File: src/rtl/csa_mult_8bits.sv
// Broken-array (BAM) unsigned 8x8 carry-save array multiplier with a registered product.
// Rows below HBL and columns below VBL are never built; the result is the exact sum of the kept partial products.
module csa_mult_8bits #(
    parameter int HBL = 2,
    parameter int VBL = 6
) (
    input  logic        clk,
    input  logic        rst_n,
    input  logic [7:0]  A,
    input  logic [7:0]  B,
    output logic [15:0] P
);

    // Carry-save state after each row: sum_s[j] + carry_s[j] is the running partial sum.
    logic [8:0][15:0] sum_s;
    logic [8:0][15:0] carry_s;
    logic [7:0][15:0] pp_s;
    logic [15:0]      rc_s;
    logic [15:0]      p_d;
    logic [15:0]      p_q;
    logic             unused_inputs_s;

    assign sum_s[0]   = 16'h0000;
    assign carry_s[0] = 16'h0000;

    for (genvar j = 0; j < 8; j++) begin : g_row
        if (j < HBL) begin : g_row_omit
            assign pp_s[j]      = 16'h0000;
            assign sum_s[j+1]   = sum_s[j];
            assign carry_s[j+1] = carry_s[j];
        end else begin : g_row_keep
            assign carry_s[j+1][0] = 1'b0;
            for (genvar k = 0; k < 16; k++) begin : g_col
                localparam bit KEEP = (k >= VBL) && (k >= j) && (k - j <= 7);
                if (KEEP) begin : g_fa
                    assign pp_s[j][k]    = A[k-j] & B[j];
                    assign sum_s[j+1][k] = sum_s[j][k] ^ carry_s[j][k] ^ pp_s[j][k];
                    if (k < 15) begin : g_cout
                        assign carry_s[j+1][k+1] = (sum_s[j][k] & carry_s[j][k]) |
                                                   (sum_s[j][k] & pp_s[j][k]) |
                                                   (carry_s[j][k] & pp_s[j][k]);
                    end
                end else begin : g_ha
                    assign pp_s[j][k]    = 1'b0;
                    assign sum_s[j+1][k] = sum_s[j][k] ^ carry_s[j][k];
                    if (k < 15) begin : g_cout
                        assign carry_s[j+1][k+1] = sum_s[j][k] & carry_s[j][k];
                    end
                end
            end
        end
    end

    // Final ripple-carry merge; no carry can leave bit 15 since the true sum fits in 16 bits.
    assign rc_s[0] = 1'b0;
    for (genvar k = 0; k < 16; k++) begin : g_rca
        assign p_d[k] = sum_s[8][k] ^ carry_s[8][k] ^ rc_s[k];
        if (k < 15) begin : g_rc
            assign rc_s[k+1] = (sum_s[8][k] & carry_s[8][k]) |
                               (sum_s[8][k] & rc_s[k]) |
                               (carry_s[8][k] & rc_s[k]);
        end
    end

    // Operand bits feeding only omitted cells are intentionally left dangling.
    assign unused_inputs_s = ^{A, B, pp_s};

    // Product register: one-cycle latency, cleared asynchronously.
    always_ff @(posedge clk or negedge rst_n) begin
        if (!rst_n) begin
            p_q <= 16'h0000;
        end else begin
            p_q <= p_d;
        end
    end

    assign P = p_q;

endmodule

File: config.mk
export PLATFORM = sky130hd
export DESIGN_NAME = csa_mult_8bits
export DESIGN_NICKNAME = d
export VERILOG_FILES = /design/src/rtl/csa_mult_8bits.sv
export SDC_FILE = /design/constraint.sdc
export NUM_CORES = 1
export LEC_CHECK = 0
export ABC_AREA = 1
export CORE_MARGIN = 5
export CORE_UTILIZATION = 49
export CTS_BUF_LIST = sky130_fd_sc_hd__clkbuf_8 sky130_fd_sc_hd__clkbuf_16
export DETAILED_ROUTE_END_ITERATION = 16
export PLACE_DENSITY = 0.81
export SYNTH_ARGS = -nofsm -noshare
export SYNTH_HDL_FRONTEND = slang
export SYNTH_SLANG_ARGS = --single-unit
export TNS_END_PERCENT = 10
File: constraint.sdc
create_clock -name clk -period 0.8 [get_ports clk]
set_input_delay 0.24 -clock clk [delete_from_list [all_inputs] [get_ports clk]]
set_output_delay 0.24 -clock clk [all_outputs]
set_load 0.05 [all_outputs]
==> out/qor.txt, run 1 <==
Critical Path Sink Type: flop
Initial DRC Count: 17
H-tree depth: 1
Syn Area/Cell: 8.68 sq um
Core Region: 2690 sq um
Failing checks: negative setup slack
CTS tree: built
Distinct cells, synth: 8
Synthesized flop and latch total: 10
Mapped Cells: 155
Layout cells sized above 1: 0.330
Largest net degree at the start of global routing: 11
DR vias/cell: 4.41
Pwr per Cell Area: 2450 nW/um^2
HPWL after DPL: 2.26 mm
I/O pins: 34
WL/cell: 11.2 microns
Slew Viols, Final: 0
Ys Warns: 0
Vias in the first global route: 1,163
Status: finished with violations
Post-detailed-route count of antenna-violating nets: 0
P&R area growth vs syn: 43.5%
Clock Sinks: 10
Utilization after layout: 0.719
DIE AREA: 3890 sq um
Die Width: 62.4 microns
Overflow after GRT: 0
Worst path arrival time: 4.91 ns
Routability cong.: 0.809
Hold-fix buffers, CTS: 0
Drc violations: 0
Overall Power: 4.73 mW
Vias: 993
I/O Buffers: 25
Synth top area cells: fa_1, dfrtp_1, inv_1
WL final: 2.53 mm
Fin crit period: 4.80 ns
Crit start category: input port
Final hold violations: 0
CTS clk-pin slew, worst paths: 0.05 ns
Setup Viol. Count Final: 20
Max reg flops: 10
Post-CTS Setup Bufs: 0
Clock buffer depth: 2
Unrepaired setup endpoints after global routing: yes
All-Layer GR Usage: 0.148
N_diodes: 0
Total CTS buffers: 3
CP required: 0.90 ns
Post-synthesis sequential area ratio: 0.186
Site Rows: 19
Max IR drop VDD: 0.00320 V
FMAX: 208 MHz
Top-area cell type share of the netlist area: 0.417
Initial antenna violation count: 0
First-pass GRT wire length: 4.73 mm
Leakage power: 1.14 nW
CTS Root Cell: clkbuf_8
Post-synth top area cell: fa_1
Tcrit/Tclk final: 6.01
CP Max Fanout: 3
Pre-Repair DR Iteration Count: 4
Total of max-cap violations: 0
Worst Hold Class: in2async
Crit path kind: in2reg
Initial Utilization: 0.501
Slack of the critical path: -4.00 ns
Vert. Die Dim: 62.4 microns
# nets final: 249
Cell Area, Synth: 1350 sq um
[through the flow]
step	hold slack, ns	TNS [ns]	instance area, sq um	cells	worst slack [ns]
3_5_place_dp	0.574	-34.60	1820	221	-4.73
2_1_floorplan	-0.0556	-28.35	1370	160	-4.06
3_3_place_gp	0.569	-33.98	1820	221	-4.64
6_report	0.326	-29.78	1930	225	-4.00
4_1_cts	0.323	-31.47	1910	225	-4.23
5_1_grt	0.326	-30.80	1930	225	-4.11
[timing repair]
action,CTS,global route
resized for setup,50,15
endpoints found under the setup margin,20,20
pin swaps,21,20
[layer usage]
metal,vias to the layer above,global-route usage,share of wire
met5,-,0,0
met2,24,0.273,0.57
met4,0,0.0398,0.017
met1,489,0.168,0.37
met3,6,0.0342,0.038
li1,474,-,-
[cell families (layout without fill, tap and decap cells)]
family        count (synthesis)  in the layout  share of synthesized area
simple gates                 38             38                      0.106
buf+inv                      70            104                      0.214
other cells                   1              6                    0.00279
fa+ha+maj                    36             36                      0.491
flops                        10             10                      0.186
[cell usage in the layout (no fill, tap or decap), drive strengths merged]
cell type      count
inv               62
clkbuf             7
dlymetal6s2s       1
ha                 8
fa                28
clkdlybuf4s50      6
dfrtp             10
buf               28
nand2             38
conb               6
[critical path, stage by stage]
cell and delay, ns:
buf_6 0.10, nand2_4 0.06, inv_2 0.04, ha_4 0.26
inv_2 0.03, fa_1 0.44, fa_1 0.50, inv_2 0.04
fa_1 0.45, fa_1 0.47, ha_2 0.20, fa_2 0.33
inv_2 0.06, fa_2 0.18, inv_2 0.03, fa_2 0.33
fa_2 0.37, fa_2 0.34, fa_1 0.43
[cells in the mapped netlist]
| cell type | count |
|---|---|
| ha_1 | 8 |
| buf_4 | 6 |
| dfrtp_1 | 10 |
| fa_1 | 28 |
| nand2_1 | 38 |
| conb_1 | 1 |
| buf_2 | 2 |
| inv_1 | 62 |
[path summary, 6_finish.rpt]
| kind | start | end | slack, ns | cells past startpoint |
|---|---|---|---|---|
| setup / recovery | A[5] | P[14] | -4.00 | 19 |
| hold / removal | rst_n | P[13] | 0.33 | 2 |
| max in group asynchronous | rst_n | P[9] | 0.37 | 2 |
| min in group clk | A[7] | P[15] | 0.56 | 5 |
[report_power, final]
| part | switching, mW | internal [mW] |
|---|---|---|
| Clock | 0.186 | 0.431 |
| Combinational | 1.69 | 1.49 |
| Sequential | 0.187 | 0.748 |
[final cells by class]
| type | instances | area (sq um) |
|---|---|---|
| clock buffers | 4 | 55.1 |
| fillers | 200 | 756 |
| multi-input cells | 80 | 898 |
| well taps | 31 | 38.8 |
| repair buffers | 38 | 455 |
| inverters | 62 | 233 |
| flip-flops and latches | 10 | 250 |
(Power assumes the default switching activity.)
==> run 2: changes to the inputs <==
PLACE_DENSITY = 0.79   (was 0.81)
SKIP_CTS_REPAIR_TIMING = 1   (was default)
==> run 2 against run 1 <==
  * Total power increased by 1.5%
  * Sequential share of layout area decreased by 0.55 points
  * Largest power group unchanged
  * Sequential cell count did not move
  * Via count increased by 1.5%
  * Critical endpoint unchanged
  * The run still ends with negative setup slack left
  * Routed wire length up 13%
  * Critical path depth unchanged
==> out/qor.txt, run 2 (synthesized netlist as in run 1, its figures left out) <==
FMAX: 205 MHz (was 208 MHz)
P&R area growth vs syn: 50.0% (was 43.5%)
I/O Buffers: 25 (unchanged)
Setup crit start: B[2] (was A[5])
Post-detailed-route count of antenna-violating nets: 0 (unchanged)
Register area: 250 sq um (unchanged)
H-tree depth: 1 (unchanged)
Total CTS buffers: 3 (unchanged)
Pwr per Cell Area: 2380 nW/um^2 (was 2450 nW/um^2)
Max reg flops: 10 (unchanged)
CTS clk-pin slew, worst paths: 0.04 ns (was 0.05 ns)
Vert. Die Dim: 62.4 microns (unchanged)
WL/cell: 12.6 microns (was 11.2 microns)
Largest net degree at the start of global routing: 11 (unchanged)
Overflow after GRT: 0 (unchanged)
Leakage power: 1.17 nW (was 1.14 nW)
DIE AREA: 3890 sq um (unchanged)
CP required: 0.97 ns (was 0.90 ns)
Crit start category: input port (unchanged)
Clock Sinks: 10 (unchanged)
Commonest non-fill, non-tap cell in the layout: inv_1 (unchanged)
All-Layer GR Usage: 0.141 (was 0.148)
Initial antenna violation count: 0 (unchanged)
Overall Power: 4.80 mW (was 4.73 mW)
HPWL after DPL: 2.21 mm (was 2.26 mm)
Initial DRC Count: 28 (was 17)
Crit path kind: in2reg (unchanged)
Failing checks: negative setup slack (unchanged)
Filler cells: 186 (was 200)
Critical Path Sink Type: flop (unchanged)
Tcrit/Tclk final: 6.09 (was 6.01)
Final hold slack: 0.352 ns (was 0.326 ns)
First-pass GRT wire length: 4.44 mm (was 4.73 mm)
WL final: 2.85 mm (was 2.53 mm)
Max IR drop VDD: 0.00310 V (was 0.00320 V)
Final hold violations: 0 (unchanged)
N_diodes: 0 (unchanged)
# nets final: 250 (was 249)
Vias: 1,008 (was 993)
Drc violations: 0 (unchanged)
Setup Viol. Count Final: 20 (unchanged)
Worst path arrival time: 5.04 ns (was 4.91 ns)
Slew Viols, Final: 0 (unchanged)
Clock buffer depth: 2 (unchanged)
Layout cells sized above 1: 0.338 (was 0.330)
Initial Utilization: 0.501 (unchanged)
Die Width: 62.4 microns (unchanged)
Site Rows: 19 (unchanged)
Vias in the first global route: 1,091 (was 1,163)
Status: finished with violations (unchanged)
Worst Hold Class: in2async (unchanged)
Fin crit period: 4.87 ns (was 4.80 ns)
Pre-Repair DR Iteration Count: 4 (unchanged)
CP Max Fanout: 4 (was 3)
Multi-input logic area: 951 sq um (was 898 sq um)
CTS tree: built (unchanged)
Unrepaired setup endpoints after global routing: yes (unchanged)
Final Non-Filler Cells: 226 (was 225)
I/O pins: 34 (unchanged)
Slack of the critical path: -4.07 ns (was -4.00 ns)
Worst setup path end: P[14] (unchanged)
Core Region: 2690 sq um (unchanged)
DR vias/cell: 4.46 (was 4.41)
CTS Root Cell: clkbuf_8 (unchanged)
Most frequent cells in the layout: inv_1, nand2_1, fa_1, inv_2, buf_4 (was inv_1, nand2_1, fa_1, inv_2)
Routability cong.: 0.805 (was 0.809)
Cells after DPL: 221 (unchanged)
Total of max-cap violations: 0 (unchanged)
==> run 2: critical path, cell delays in order <==
cell and delay [ns]:
buf_8 0.10, nand2_4 0.06, inv_2 0.04, ha_4 0.26, inv_2 0.04, fa_1 0.51
fa_1 0.50, inv_1 0.05, fa_1 0.49, fa_1 0.42, ha_2 0.20, fa_2 0.33
inv_2 0.06, fa_2 0.18, inv_2 0.04, fa_2 0.33, fa_2 0.34, fa_2 0.35
fa_2 0.52
==> run 2: area by class of cell <==
class                      count  share of cell area
multi-input combinational     80               0.471
timing repair buffer          39               0.243
sequential                    10               0.124
inverter                      62               0.115
clock buffer                   4              0.0273
tap                           31              0.0192
==> run 2: report_power, final <==
group          leakage, nW  internal, mW  switching, mW
Combinational         1.02          1.54           1.73
Sequential           0.120         0.749          0.180
Clock               0.0288         0.430          0.174
Total                 1.17          2.72           2.08
==> run 2: per-stage QoR <==
step,area (sq um),setup WS (ns),TNS (ns),utilization
2_1_floorplan,1370,-4.06,-28.35,-
3_3_place_gp,1820,-4.64,-33.94,0.677
3_5_place_dp,1820,-4.73,-34.70,0.677
4_1_cts,1870,-4.49,-34.57,0.697
5_1_grt,2020,-4.16,-30.96,0.751
6_report,2020,-4.07,-30.12,0.751
==> run 2: worst min path at each step <==
stage | depth (start not counted) | startpoint | to
6_report | 2 | rst_n | P[7]
3_5_place_dp | 2 | rst_n | P[7]
5_1_grt | 2 | rst_n | P[7]
3_3_place_gp | 2 | rst_n | P[10]
4_1_cts | 2 | rst_n | P[7]
2_1_floorplan | 0 | rst_n | P[10]
==> run 2: metal layers <==
metal | routed length (microns) | up-vias | track usage
met5 | 0 | - | 0
met4 | 14 | 0 | 0.0239
met3 | 137 | 2 | 0.0468
met2 | 1640 | 23 | 0.268
met1 | 1060 | 506 | 0.150
li1 | - | 477 | -
